File: config.mk
export PLATFORM = sky130hd
export DESIGN_NAME = mem_access_stage
export DESIGN_NICKNAME = d
export VERILOG_FILES = /design/src/rtl/mem_stage_pkg.sv /design/src/rtl/mem_access_stage_lane.sv /design/src/rtl/mem_access_stage.sv
export SDC_FILE = /design/constraint.sdc
export NUM_CORES = 1
export LEC_CHECK = 0
export BUFFER_PORTS_ARGS = -buffer_cell sky130_fd_sc_hd__buf_2
export CORE_MARGIN = 2
export CORE_UTILIZATION = 50
export DETAILED_ROUTE_END_ITERATION = 8
export GPL_TIMING_DRIVEN = 0
export PLACE_DENSITY = 0.82
export SYNTH_ARGS = -nofsm -noshare
export SYNTH_HDL_FRONTEND = slang
export SYNTH_HIERARCHICAL = 1
export SYNTH_SLANG_ARGS = --single-unit
export TNS_END_PERCENT = 10
File: constraint.sdc
create_clock -name i_clk -period 4.4 [get_ports i_clk]
set_clock_uncertainty 0.2 [all_clocks]
set_input_delay 0.66 -clock i_clk [delete_from_list [all_inputs] [get_ports i_clk]]
set_output_delay 0.66 -clock i_clk [all_outputs]
set_load 0.1 [all_outputs]
File: src/rtl/mem_stage_pkg.sv
// mem_stage_pkg: shared types, one-hot instruction bit positions and memop decode
// for the memory-access stage.
package mem_stage_pkg;
  typedef enum logic [1:0] {IDLE, REQ, WAIT} state_t;
  typedef enum logic [3:0] {
    MOP_NONE, MOP_LB, MOP_LH, MOP_LW, MOP_LBU, MOP_LHU, MOP_SB, MOP_SH, MOP_SW
  } memop_t;
  localparam int INST_W   = 64;
  localparam int INST_ADD = 0;
  localparam int INST_LB  = 20;
  localparam int INST_LH  = 21;
  localparam int INST_LW  = 22;
  localparam int INST_LBU = 23;
  localparam int INST_LHU = 24;
  localparam int INST_SB  = 25;
  localparam int INST_SH  = 26;
  localparam int INST_SW  = 27;
  function automatic memop_t decode_memop(input logic [INST_W-1:0] inst);
    return inst[INST_LB]  ? MOP_LB  :
           inst[INST_LH]  ? MOP_LH  :
           inst[INST_LW]  ? MOP_LW  :
           inst[INST_LBU] ? MOP_LBU :
           inst[INST_LHU] ? MOP_LHU :
           inst[INST_SB]  ? MOP_SB  :
           inst[INST_SH]  ? MOP_SH  :
           inst[INST_SW]  ? MOP_SW  : MOP_NONE;
  endfunction
  function automatic logic is_load(input memop_t op);
    return op inside {MOP_LB, MOP_LH, MOP_LW, MOP_LBU, MOP_LHU};
  endfunction
endpackage

File: src/rtl/mem_access_stage_lane.sv
// mem_lane_align: store strobe/lane replication, load lane extract with sign/zero
// extension, and misalignment detection.
module mem_lane_align
  import mem_stage_pkg::*;
(
  input  memop_t      i_op,
  input  logic [1:0]  i_addr_lo,
  input  logic [31:0] i_store_data,
  input  logic [31:0] i_rdata,
  output logic [3:0]  o_wstrb,
  output logic [31:0] o_wdata,
  output logic [31:0] o_load_data,
  output logic        o_misalign
);
  logic [7:0]  w_byte;
  logic [15:0] w_half;
  always_comb begin
    w_byte = i_rdata[{i_addr_lo, 3'b000} +: 8];
    w_half = i_addr_lo[1] ? i_rdata[31:16] : i_rdata[15:0];
    o_misalign = (i_op inside {MOP_LH, MOP_LHU, MOP_SH} && i_addr_lo[0]) ||
                 (i_op inside {MOP_LW, MOP_SW} && i_addr_lo != 2'b00);
    o_wstrb = i_op == MOP_SB ? 4'b0001 << i_addr_lo :
              i_op == MOP_SH ? 4'b0011 << {i_addr_lo[1], 1'b0} :
              i_op == MOP_SW ? 4'b1111 : 4'b0000;
    o_wdata = i_op == MOP_SB ? {4{i_store_data[7:0]}} :
              i_op == MOP_SH ? {2{i_store_data[15:0]}} : i_store_data;
    o_load_data = i_op == MOP_LB  ? {{24{w_byte[7]}}, w_byte} :
                  i_op == MOP_LBU ? {24'b0, w_byte} :
                  i_op == MOP_LH  ? {{16{w_half[15]}}, w_half} :
                  i_op == MOP_LHU ? {16'b0, w_half} : i_rdata;
  end
endmodule

File: src/rtl/mem_access_stage.sv
// mem_access_stage: runs loads/stores over a req/gnt/rvalid bus and emits one
// registered writeback packet per accepted execute packet.
module mem_access_stage
  import mem_stage_pkg::*;
#(
  parameter int N_param        = 32,
  parameter int TIMEOUT_CYCLES = 64
) (
  input  logic               i_clk,
  input  logic               i_rst_n,
  input  logic               i_valid,
  output logic               o_ready,
  input  logic [INST_W-1:0]  Single_Instruction_i,
  input  logic [N_param-1:0] alu_result_i,
  input  logic [N_param-1:0] store_data_i,
  input  logic [4:0]         rd_i,
  input  logic               write_reg_file_i,
  output logic               mem_req_o,
  output logic               mem_we_o,
  output logic [N_param-1:0] mem_addr_o,
  output logic [N_param-1:0] mem_wdata_o,
  output logic [3:0]         mem_wstrb_o,
  input  logic               mem_gnt_i,
  input  logic               mem_rvalid_i,
  input  logic [N_param-1:0] mem_rdata_i,
  output logic               wb_valid_o,
  output logic               wb_we_o,
  output logic [4:0]         wb_rd_o,
  output logic [N_param-1:0] wb_data_o,
  output logic               misalign_o,
  output logic               timeout_o
);
  localparam int CW = $clog2(TIMEOUT_CYCLES);
  state_t        r_state, w_next;
  memop_t        r_op, w_dec_op, w_op;
  logic [1:0]    r_addr_lo, w_lo;
  logic [4:0]    r_rd;
  logic          r_we;
  logic [CW-1:0] r_cnt;
  logic          w_accept, w_start, w_ld, w_done, w_tmo, w_misalign;
  logic [3:0]    w_wstrb;
  logic [31:0]   w_wdata, w_load_data;
  assign o_ready   = r_state == IDLE;
  assign w_dec_op  = decode_memop(Single_Instruction_i);
  assign w_accept  = i_valid & o_ready;
  // In IDLE the aligner looks at the incoming packet; otherwise at the latched one.
  assign w_op      = o_ready ? w_dec_op : r_op;
  assign w_lo      = o_ready ? alu_result_i[1:0] : r_addr_lo;
  assign w_ld      = is_load(w_op);
  assign w_start   = w_accept & (w_dec_op != MOP_NONE) & ~w_misalign;
  assign w_done    = (r_state == REQ & mem_gnt_i & (~w_ld | mem_rvalid_i)) |
                     (r_state == WAIT & mem_rvalid_i);
  assign w_tmo     = ~o_ready & ~w_done & (r_cnt == CW'(TIMEOUT_CYCLES - 1));
  mem_lane_align u_align (
    .i_op        (w_op),
    .i_addr_lo   (w_lo),
    .i_store_data(store_data_i),
    .i_rdata     (mem_rdata_i),
    .o_wstrb     (w_wstrb),
    .o_wdata     (w_wdata),
    .o_load_data (w_load_data),
    .o_misalign  (w_misalign)
  );
  always_ff @(posedge i_clk or negedge i_rst_n)
    if (!i_rst_n) r_state <= IDLE;
    else          r_state <= w_next;
  always_comb begin
    w_next = r_state;
    if (r_state == IDLE)               w_next = w_start ? REQ : IDLE;
    else if (w_done | w_tmo)           w_next = IDLE;
    else if (r_state == REQ & mem_gnt_i) w_next = WAIT;
  end
  always_ff @(posedge i_clk or negedge i_rst_n) begin
    if (!i_rst_n) begin
      r_op        <= MOP_NONE;
      r_addr_lo   <= '0;
      r_rd        <= '0;
      r_we        <= 1'b0;
      r_cnt       <= '0;
      mem_req_o   <= 1'b0;
      mem_we_o    <= 1'b0;
      mem_addr_o  <= '0;
      mem_wdata_o <= '0;
      mem_wstrb_o <= '0;
      wb_valid_o  <= 1'b0;
      wb_we_o     <= 1'b0;
      wb_rd_o     <= '0;
      wb_data_o   <= '0;
      misalign_o  <= 1'b0;
      timeout_o   <= 1'b0;
    end else begin
      wb_valid_o <= 1'b0;
      misalign_o <= 1'b0;
      timeout_o  <= 1'b0;
      r_cnt      <= o_ready ? '0 : r_cnt + 1'b1;
      if (w_accept) begin
        r_op      <= w_dec_op;
        r_addr_lo <= alu_result_i[1:0];
        r_rd      <= rd_i;
        r_we      <= write_reg_file_i & (rd_i != 5'd0);
        if (w_start) begin
          mem_req_o   <= 1'b1;
          mem_we_o    <= ~is_load(w_dec_op);
          mem_addr_o  <= {alu_result_i[N_param-1:2], 2'b00};
          mem_wdata_o <= w_wdata;
          mem_wstrb_o <= w_wstrb;
        end else begin
          wb_valid_o <= 1'b1;
          wb_rd_o    <= rd_i;
          wb_we_o    <= (w_dec_op == MOP_NONE) & write_reg_file_i & (rd_i != 5'd0);
          misalign_o <= w_dec_op != MOP_NONE;
          if (w_dec_op == MOP_NONE) wb_data_o <= alu_result_i;
        end
      end
      if (w_done | w_tmo) begin
        mem_req_o  <= 1'b0;
        wb_valid_o <= 1'b1;
        wb_rd_o    <= r_rd;
        wb_we_o    <= w_done & w_ld & r_we;
        timeout_o  <= w_tmo;
        if (w_done & w_ld) wb_data_o <= w_load_data;
      end else if (r_state == REQ & mem_gnt_i) begin
        mem_req_o <= 1'b0;
      end
    end
  end
endmodule

==> results of run 1 <==
-- how the worst max path moves through the flow --
stage	start	to	slack, ns	cells after the start
finish	r_state[0]	mem_addr_o[24]	0.38	15
global route	r_state[0]	mem_addr_o[24]	0.10	15
CTS	r_state[0]	mem_addr_o[24]	0.36	15
detailed placement	Single_Instruction_i[25]	mem_addr_o[24]	0.12	14
global placement	Single_Instruction_i[25]	mem_addr_o[28]	0.14	14
floorplan	Single_Instruction_i[25]	mem_addr_o[23]	1.02	13
-- sequential cells by signal, indices dropped and copies added, names as in the netlist --
signal and cells:
wb_data_o 32, misalign_o 1, mem_we_o 1, r_rd 5, r_op 4, mem_req_o 1
wb_rd_o 5, r_cnt 6, r_we 1, wb_we_o 1, mem_wstrb_o 4, r_state 2
r_addr_lo 2, mem_addr_o 30, mem_wdata_o 32, timeout_o 1, wb_valid_o 1
-- stage by stage --
step	utilization	hold slack [ns]	worst slack (ns)
2_1_floorplan	-	0.164	1.02
3_3_place_gp	0.614	0.256	0.140
3_5_place_dp	0.617	0.271	0.117
4_1_cts	0.659	0.0144	0.362
5_1_grt	0.659	0.0374	0.101
6_report	0.659	-0.0129	0.384
-- logic make-up (layout without fill, tap and decap cells) --
kind of cell / Yosys count / in the layout
adder cells (fa/ha/maj): 1 / 1
AND/OR/NAND/NOR: 115 / 115
AO/OA/AOI/OAI: 101 / 101
flip-flops: 129 / 129
other: 1 / 2
XOR/XNOR: 5 / 5
multiplexers: 190 / 190
buffers and inverters: 60 / 316
-- area by class of cell --
| cell class | count | area (um^2) |
|---|---|---|
| plain buffers | 48 | 330 |
| clock buffers | 20 | 457 |
| clock inverters | 11 | 138 |
| fillers | 1100 | 4770 |
| inverters | 12 | 50.0 |
| multi-input cells | 414 | 3640 |
| flip-flops and latches | 129 | 3230 |
| well taps | 180 | 225 |
| repair buffers | 225 | 1150 |
-- metal layers --
layer  up-vias  wire, um
li1       2655         -
met1      2778      8180
met2       237      9360
met3        49      1120
met4         0       666
met5         -         0
-- Yosys cell counts, drive strengths merged, types with 2 or more instances --
cell / count
a21oi: 22
and2: 5
xnor2: 2
a221o: 3
o211a: 3
inv: 10
or2: 2
mux4: 8
nor3: 6
nor2b: 2
xor2: 3
a211oi: 4
mux2i: 24
o21a: 3
dfrtp: 129
nand2: 41
mux2: 158
nand2b: 4
o21ai: 32
o211ai: 2
buf: 31
nand3: 6
clkbuf: 17
clkinv: 2
nor3b: 2
nand3b: 2
o31ai: 18
nor2: 35
a21o: 6
==> results.tsv, run 1 <==
stage	metric	value	unit
placement	place.port_buffers	224	
synthesis	yosys_warnings	6	
die	placementRows	43	
synthesis	netlist_area	0.00724	mm^2
hold_path	timing.hold.worst.class	input pin to asynchronous set/reset pin	
timing	achievable-frequency	0.249	GHz
critical_path	critical_path.max_fanout	10	
grt	grt_usage	0.253	
clock_tree	clk_root_buffer_cell	clkbuf_16	
critical_path	critical_path_s_top_delay_family	buffers and inverters	
grt	grt_use_met3	0.0541	
die	chipHeight	124	um
clock_tree	cts_num_sinks	129	
placement	postPlaceCellArea	0.00863	mm^2
clock_tree	cts_made_buffers	17	
drt	vias_per_cell	5.50	
final_layout	finalNetCount	1019	
synthesis	synth.top_cell.area_share	0.446	
die	core_area	0.0140	mm^2
grt	grt-busiest-layer	met2	
die	effective_utilization_at_floorplan	0.518	
clock_tree	clock_network_latency_to_the_later_pin_of_the_worst_skew_pair	0.42	ns
final_layout	fraction_of_layout_instances_using_a_drive_strength_above_1	0.547	
synthesis	synth-edff-count	0	
timing	final_max_slew_viol_count	0	
drt	drc	0	
grt	gr-usage-met2	0.411	
flow_run	timing.max_cap.violations	0	
critical_path	worst_path_max_delay_cell	nor3_2	
synthesis	synth_area_per_cell	12.0	um^2
timing	post-route-min-period	4.02	ns
timing	hold_viol_final	7	
synthesis	yosys.area.top_type	dfrtp_1	
placement	hpwlAfterDp	14.7	mm
synthesis	cells_after_synth	602	
drt	detail_route.wirelength	19.3	mm
timing	sum_of_negative_setup_slack	0	ns
critical_path	crit-reg2reg-capture	mem_addr_o[24]	
timing	maxSlewHeadroom	0.496	
critical_path	crit_path_cell_trace	or2_1, buf_6, clkinv_4, nand2_1, o22a_2, buf_6, clkbuf_1, nor2_1, o22ai_1, o21ai_0, o32ai_1, nor3_2, buf_4, buf_6, mux2_2	
drt	routed-via-count	5719	
final_layout	instances_no_fill	1039	
critical_path	timing.critical_path.buf_inv	6	
critical_path	worst-setup-path-type	register to register	
critical_path	crit_path_max_incr_delay	0.54	ns
clock_tree	max_buffers_root_to_sink	2	
placement	gp_routability_congestion	0.851	
critical_path	critPathMostFrequentCell	buf_6	
synthesis	postSynth.asyncResetShare	1.00	
drt	drtPass1Iterations	5	
die	dieWidth	124	um
drt	detail_route.wl_per_cell	18.6	um
clock_tree	holdBufCountCts	0	
clock_tree	tritoncts	done	
synthesis	seq_area_frac_synth	0.446	
grt	first_pass_grt_wire_length	30.7	mm
critical_path	r2r_setup_slack	0.38	ns
synthesis	netlist-cell-type-count	66	
synthesis	yosys.area_share.simple	0.0769	
die	die_area	0.0155	mm^2
final_layout	mostFrequentLayoutCell	buf_2	
synthesis	synth-xor-area-share	0.00605	
critical_path	critical_path_arrival	4.11	ns
run_status	status	finished with violations	
critical_path	reg2reg_depth	15	
drt	initialDrtViolationCount	314	
synthesis	synth_compound_gate_area_share	0.0973	
clock_tree	clkSlewWorstSetupHoldPaths	0.05	ns
grt	grt_pass1_vias	5783	
critical_path	worst_r2r_startpoint	r_state[0]	
run_status	violations	negative hold slack	
synthesis	synthTopCellsByArea	dfrtp_1 45%, mux2_2 19%, mux2_4 6.2%, mux2i_1 3.3%, mux4_2 2.5%	
placement	placed_cells_incl_taps	1008	
critical_path	cp_data_required_time	4.50	ns
synthesis	synthAdderAreaFrac	0.00173	
timing	worst_pin_slew	0.750	ns
final_layout	area_delta_synth_final	27.3	%
critical_path	worstSetupEndpointType	register	
grt	number_of_antenna_violations_at_the_first_check_in_global_routing	0	
timing	hold_slack	-0.0129	ns
final_layout	antenna_diode_instance_count	0	
synthesis	combinational_family_with_the_most_area_after_synthesis	multiplexers	
die	boundaryPins	283	
synthesis	number_of_synthesized_register_bits	129	
final_layout	design_area	0.00922	mm^2
synthesis	synth-main-ff-cell	dfrtp_1	
clock_tree	cts.htree.levels	4	
timing	rsz0062_at_grt	false	
final_layout	final_cell_mix	232 x buf_2, 129 x dfrtp_1, 125 x mux2_2	
synthesis	multiplexer_share_of_the_synthesized_area	0.319	
grt	grt_start_max_net_pins	74	
timing	part_of_the_cycle_the_worst_path_needs	0.913	
critical_path	nature_of_the_critical_path_startpoint	register	
clock_tree	cts-resized-gates	0	
timing	timing.final.setup_violations	0	
clock_tree	post-cts-setup-buffer-count	0	
grt	globalRoute.totalOverflow	0	
drt	final_antenna_net_count	0	
grt	globalRouteMet1Util	0.325	
Power of run 1 is left out: the tool's default activity adds up to more than one toggle a clock period on the data nets, which glitch-free logic cannot reach.
==> inputs of run 2 (changes only) <==
- CORE_UTILIZATION: 50 -> 45
- PLACE_DENSITY: 0.82 -> 0.78
- clock period: 4.4 -> 3.5 ns (I/O delays scaled with it)
==> run 2 against run 1 <==
Effect of this change:
- hold slack gained 0.16 ns
- global-route usage down 2.7 points
- register-to-register slack got worse by 0.26 ns
- fmax increased by 19%
- the flow now finishes without violations
- highest routed layer is now met5
- clock-buffer cell count grew 1
- critical endpoint unchanged
- cell area grew 2.6%
==> results.tsv, run 2 (same netlist as run 1, synthesis figures left out) <==
stage	metric	value	unit	change
clock_tree	cts_made_buffers	17		unchanged
grt	first_pass_grt_wire_length	29.5	mm	was 30.7 mm
clock_tree	clock_network_latency_to_the_later_pin_of_the_worst_skew_pair	0.42	ns	about the same
placement	gp_routability_congestion	0.833		was 0.851
timing	part_of_the_cycle_the_worst_path_needs	0.965		was 0.913
timing	worst_pin_slew	0.705	ns	was 0.750 ns
hold_path	hold_path.startpoint	alu_result_i[23]		
critical_path	worstSetupEndpointType	register		unchanged
drt	detail_route.wirelength	19.4	mm	was 19.3 mm
hold_path	end_of_the_worst_hold_path	mem_addr_o[23]		
final_layout	fraction_of_layout_instances_using_a_drive_strength_above_1	0.563		was 0.547
critical_path	reg2reg_depth	15		unchanged
timing	hold_viol_final	0		was 7
die	dieWidth	131	um	was 124 um
timing	final_max_slew_viol_count	0		unchanged
final_layout	mostFrequentLayoutCell	buf_2		unchanged
grt	grt_usage	0.226		was 0.253
critical_path	nature_of_the_critical_path_startpoint	register		unchanged
critical_path	critical_path.max_fanout	10		unchanged
drt	initialDrtViolationCount	381		was 314
critical_path	cp_data_required_time	3.60	ns	was 4.50 ns
timing	hold_slack	0.151	ns	was -0.0129 ns
clock_tree	clkSlewWorstSetupHoldPaths	0.06	ns	was 0.05 ns
drt	final_antenna_net_count	0		unchanged
drt	routed-via-count	5694		was 5719
clock_tree	max_buffers_root_to_sink	2		unchanged
timing	achievable-frequency	0.296	GHz	was 0.249 GHz
critical_path	worst_r2r_startpoint	r_state[0]		unchanged
timing	post-route-min-period	3.38	ns	was 4.02 ns
final_layout	area_delta_synth_final	30.6	%	was 27.3%
die	placementRows	46		was 43
final_layout	final_cell_mix	228 x buf_2, 129 x dfrtp_1, 125 x mux2_2		was 232 x buf_2, 129 x dfrtp_1, 125 x mux2_2
grt	grt_pass1_vias	5577		was 5783
die	die_area	0.0171	mm^2	was 0.0155 mm^2
die	core_area	0.0158	mm^2	was 0.0140 mm^2
final_layout	design_area	0.00946	mm^2	was 0.00922 mm^2
drt	vias_per_cell	5.26		was 5.50
timing	rsz0062_at_grt	true		was false
clock_tree	tritoncts	done		unchanged
final_layout	register_area	0.00323	mm^2	unchanged
hold_path	min_path_cells	2		
final_layout	finalNetCount	1024		was 1019
die	effective_utilization_at_floorplan	0.458		was 0.518
die	boundaryPins	283		unchanged
final_layout	largestRegisters	mem_wdata_o: 32 flops, wb_data_o: 32 flops, mem_addr_o: 30 flops		unchanged
critical_path	crit_path_max_incr_delay	0.43	ns	was 0.54 ns
critical_path	worst-setup-path-type	register to register		unchanged
placement	hpwlAfterDp	14.7	mm	about the same
drt	drc	0		unchanged
final_layout	multi_input_comb_area	0.00367	mm^2	was 0.00364 mm^2
clock_tree	clk_root_buffer_cell	clkbuf_16		unchanged
critical_path	critical_path_arrival	3.47	ns	was 4.11 ns
grt	globalRoute.totalOverflow	0		unchanged
critical_path	crit_path_cell_trace	or2_1, buf_6, clkinv_4, nand2_1, o22a_2, buf_6, buf_4, nor2_2, o22ai_1, o21ai_0, o32ai_4, nor3_4, buf_4, buf_6, mux2_2		was or2_1, buf_6, clkinv_4, nand2_1, o22a_2, buf_6, clkbuf_1, nor2_1, o22ai_1, o21ai_0, o32ai_1, nor3_2, buf_4, buf_6, mux2_2
timing	timing.final.setup_violations	0		unchanged
timing	maxSlewHeadroom	0.526		was 0.496
critical_path	crit-reg2reg-capture	mem_addr_o[24]		unchanged
clock_tree	cts.htree.levels	4		unchanged
grt	grt_start_max_net_pins	76		was 74
critical_path	r2r_setup_slack	0.12	ns	was 0.38 ns
grt	number_of_antenna_violations_at_the_first_check_in_global_routing	2		was 0
die	chipHeight	131	um	was 124 um
drt	detail_route.wl_per_cell	17.9	um	was 18.6 um
clock_tree	cts_num_sinks	129		unchanged
hold_path	timing.hold.worst.class	input pin to register		was input pin to asynchronous set/reset pin
critical_path	worst_path_max_delay_cell	dfrtp_1		was nor3_2
flow_run	timing.max_cap.violations	0		unchanged
drt	drtPass1Iterations	5		unchanged
final_layout	layout.filler_cells	1301		was 1100
critical_path	critPathMostFrequentCell	buf_6		unchanged
placement	place.port_buffers	224		unchanged
placement	postPlaceCellArea	0.00867	mm^2	was 0.00863 mm^2
run_status	status	finished clean		was finished with violations
-- run 2: changes by cell type in the layout (fill, tap and decap cells not counted), moves of 2 or more --
cell / delta
buf_2: -4
buf_4: +11
bufinv_16: +2
clkbuf_1: -7
clkbuf_2: +3
clkbuf_8: +2
clkinv_2: -5
inv_6: +2
nor2_1: -2
nor2_2: +2
-- run 2: how the worst max path moves through the flow --
stage / startpoint / end / slack, ns / cells past startpoint
floorplan: r_state[0] / mem_addr_o[23] / 0.14 / 15
global placement: Single_Instruction_i[25] / mem_addr_o[28] / -0.77 / 14
detailed placement: Single_Instruction_i[25] / mem_addr_o[28] / -0.78 / 14
CTS: r_state[0] / mem_wdata_o[23] / 0.01 / 15
global route: r_state[0] / mem_addr_o[28] / -0.07 / 15
finish: r_state[0] / mem_addr_o[24] / 0.12 / 15
-- run 2: final cells by class --
| type | instances | area share |
|---|---|---|
| multi-input cells | 414 | 0.388 |
| flip-flops and latches | 129 | 0.341 |
| repair buffers | 231 | 0.127 |
| clock buffers | 21 | 0.0508 |
| plain buffers | 47 | 0.0368 |
| well taps | 216 | 0.0286 |
| clock inverters | 11 | 0.0210 |
| inverters | 12 | 0.00569 |
| diodes | 1 | 0.000265 |
-- run 2: what timing repair did --
item,in CTS,in global routing
hold buffers,1,0
resized for setup,8,17
endpoints found under the setup margin,78,84
buffers inserted,4,1
pin swaps,2,2
hold endpoints to repair,54,0
cloned,0,0
-- run 2: critical path: cells and delay by family, from the launching register on --
kind / cells / cell delay [ns]
AOI/OAI and AO/OA: 4 / 0.61
muxes: 1 / 0.34
and+or+nand+nor: 4 / 0.68
buffers and inverters: 6 / 0.98
DFF: 1 / 0.43
-- run 2: per-stage QoR --
step | cells | utilization | setup WS (ns) | TNS [ns]
after global routing | 1082 | 0.597 | -0.0705 | -0.633
after CTS | 1081 | 0.595 | 0.00973 | 0
final | 1082 | 0.597 | 0.124 | 0
after floorplan | 603 | - | 0.144 | 0
after detailed placement | 1044 | 0.548 | -0.782 | -51.54
after global placement | 1043 | 0.546 | -0.768 | -52.79
-- run 2: per-layer routing --
metal / track usage / wire length (um)
met1: 0.285 / 8290
met2: 0.380 / 9310
met3: 0.0639 / 1460
met4: 0.0701 / 310
met5: 0 / 13
Power of run 2 is left out for the same reason.
==> inputs of run 3 (changes only) <==
- MAX_ROUTING_LAYER: not set -> met4
==> run 3 against run 2 <==
Effect of this change:
- global-route usage up 0.68 points
- sequential share of layout area about the same
- highest routed layer is now met4
- fmax about the same
- non-clock buffer count is the same
- via count rose by 0.30%
- first-iteration DRC count decreased by 11%
- routed wire length barely moved
- register-to-register slack hardly changed
- critical path type unchanged
- utilization about the same
- critical path depth stayed put
- die area unchanged
- flip-flop and latch count did not move
==> results.tsv, run 3 (same netlist as run 1, synthesis figures left out) <==
stage	metric	value	unit	change
drt	detail_route.wl_per_cell	17.9	um	about the same
timing	worst_pin_slew	0.727	ns	was 0.705 ns
clock_tree	clk_root_buffer_cell	clkbuf_16		unchanged
clock_tree	cts_num_sinks	129		unchanged
die	die_area	0.0171	mm^2	unchanged
clock_tree	cts_made_buffers	17		unchanged
placement	place.port_buffers	224		unchanged
critical_path	crit_path_cell_trace	or2_1, buf_6, clkinv_4, nand2_1, o22a_2, buf_6, buf_4, nor2_2, o22ai_1, o21ai_0, o32ai_4, nor3_4, buf_4, buf_6, mux2_2		unchanged
die	effective_utilization_at_floorplan	0.458		unchanged
drt	vias_per_cell	5.27		was 5.26
final_layout	mostFrequentLayoutCell	buf_2		unchanged
die	chipHeight	131	um	unchanged
grt	grt_usage	0.233		was 0.226
critical_path	critical_path_arrival	3.47	ns	about the same
drt	drtPass1Iterations	8		was 5
final_layout	area_delta_synth_final	30.6	%	about the same
final_layout	final_cell_mix	228 x buf_2, 129 x dfrtp_1, 125 x mux2_2		unchanged
final_layout	fraction_of_layout_instances_using_a_drive_strength_above_1	0.563		unchanged
final_layout	finish.utilization	0.598		was 0.597
clock_tree	tritoncts	done		unchanged
final_layout	layout.filler_cells	1301		unchanged
critical_path	worst-setup-path-type	register to register		unchanged
hold_path	hold_path.startpoint	alu_result_i[9]		was alu_result_i[23]
timing	maxSlewHeadroom	0.511		was 0.526
critical_path	nature_of_the_critical_path_startpoint	register		unchanged
timing	part_of_the_cycle_the_worst_path_needs	0.964		was 0.965
clock_tree	max_buffers_root_to_sink	2		unchanged
critical_path	critPathMostFrequentCell	buf_6		unchanged
critical_path	crit-reg2reg-capture	mem_addr_o[24]		unchanged
clock_tree	clock_network_latency_to_the_later_pin_of_the_worst_skew_pair	0.42	ns	about the same
timing	final_max_slew_viol_count	0		unchanged
critical_path	worstSetupPathDepth	15		unchanged
die	dieWidth	131	um	unchanged
flow_run	timing.max_cap.violations	0		unchanged
grt	first_pass_grt_wire_length	29.4	mm	was 29.5 mm
clock_tree	cts.htree.levels	4		unchanged
critical_path	crit_path_end	mem_addr_o[24]		unchanged
drt	routed-via-count	5711		was 5694
drt	initialDrtViolationCount	338		was 381
run_status	status	finished clean		unchanged
placement	hpwlAfterDp	14.7	mm	unchanged
final_layout	finalNetCount	1024		unchanged
timing	rsz0062_at_grt	true		unchanged
critical_path	reg2reg_depth	15		unchanged
drt	detail_route.wirelength	19.4	mm	about the same
timing	post-route-min-period	3.38	ns	about the same
critical_path	crit_path_max_incr_delay	0.43	ns	about the same
grt	number_of_antenna_violations_at_the_first_check_in_global_routing	2		unchanged
clock_tree	clkSlewWorstSetupHoldPaths	0.06	ns	about the same
grt	grt_pass1_vias	5563		was 5577
die	placementRows	46		unchanged
critical_path	cp-startpoint	r_state[0]		unchanged
critical_path	worst_r2r_startpoint	r_state[0]		unchanged
final_layout	largestRegisters	mem_wdata_o: 32 flops, wb_data_o: 32 flops, mem_addr_o: 30 flops		unchanged
timing	hold_viol_final	0		unchanged
drt	drc	0		unchanged
timing	timing.final.setup_violations	0		unchanged
critical_path	critical_path.max_fanout	10		unchanged
timing	achievable-frequency	0.296	GHz	about the same
drt	final_antenna_net_count	0		unchanged
critical_path	r2r_setup_slack	0.12	ns	about the same
critical_path	worst_path_max_delay_cell	dfrtp_1		unchanged
grt	grt_start_max_net_pins	76		unchanged
critical_path	timing.critical_path.buf_inv	6		unchanged
critical_path	worstSetupEndpointType	register		unchanged
placement	gp_routability_congestion	0.845		was 0.833
hold_path	timing.hold.worst.class	input pin to register		unchanged
critical_path	cp_data_required_time	3.60	ns	about the same
die	boundaryPins	283		unchanged
die	core_area	0.0158	mm^2	unchanged
grt	globalRoute.totalOverflow	0		unchanged
critical_path	critical_path_s_top_delay_family	buffers and inverters		unchanged
run 3: worst min path at each step:
stage                      to  depth (start not counted)
3_3_place_gp          r_op[2]                          2
2_1_floorplan  mem_addr_o[10]                          0
5_1_grt        mem_addr_o[26]                          2
6_report        mem_addr_o[9]                          2
3_5_place_dp          r_op[2]                          2
4_1_cts        mem_addr_o[23]                          2
run 3: per-layer routing:
layer,GRT usage,vias to the layer above,share of wire
li1,-,2672,-
met1,0.291,2779,0.44
met2,0.378,234,0.48
met3,0.0599,26,0.066
met4,0.0645,0,0.014
met5,-,-,0
run 3: area by class of cell:
| type | count | area, um^2 | share of cell area |
|---|---|---|---|
| clock inverters | 11 | 199 | 0.0210 |
| clock buffers | 21 | 480 | 0.0508 |
| flip-flops and latches | 129 | 3230 | 0.341 |
| multi-input cells | 414 | 3670 | 0.388 |
| plain buffers | 47 | 348 | 0.0368 |
| inverters | 12 | 53.8 | 0.00569 |
| diodes | 2 | 5.00 | 0.000529 |
| repair buffers | 231 | 1200 | 0.127 |
| well taps | 216 | 270 | 0.0286 |
run 3: worst reg2reg max path, cell delays in order, from the launching register on:
cell,delay [ns]
dfrtp_1,0.43
or2_1,0.26
buf_6,0.15
clkinv_4,0.07
nand2_1,0.05
o22a_2,0.21
buf_6,0.15
buf_4,0.21
nor2_2,0.12
o22ai_1,0.08
o21ai_0,0.14
o32ai_4,0.16
nor3_4,0.26
buf_4,0.24
buf_6,0.18
mux2_2,0.35
run 3: what timing repair did:
action | 4_1_cts | 5_1_grt
gates cloned | 0 | 0
gates resized for setup | 8 | 17
pin swaps | 2 | 2
hold buffers | 1 | 0
endpoints found under the setup margin | 78 | 84
setup buffers | 4 | 1
hold endpoints to repair | 54 | 0
run 3: through the flow:
| stage | worst slack [ns] | hold WS, ns | area [um^2] | std cells | TNS, ns |
|---|---|---|---|---|---|
| floorplan | 0.144 | 0.0294 | 7250 | 603 | 0 |
| global placement | -0.768 | 0.255 | 8640 | 1043 | -52.79 |
| detailed placement | -0.782 | 0.260 | 8670 | 1044 | -51.54 |
| CTS | 0.00973 | 0.135 | 9410 | 1081 | 0 |
| global route | -0.0739 | 0.139 | 9460 | 1083 | -0.759 |
| finish | 0.125 | 0.150 | 9460 | 1083 | 0 |
Power of run 3 is left out for the same reason.
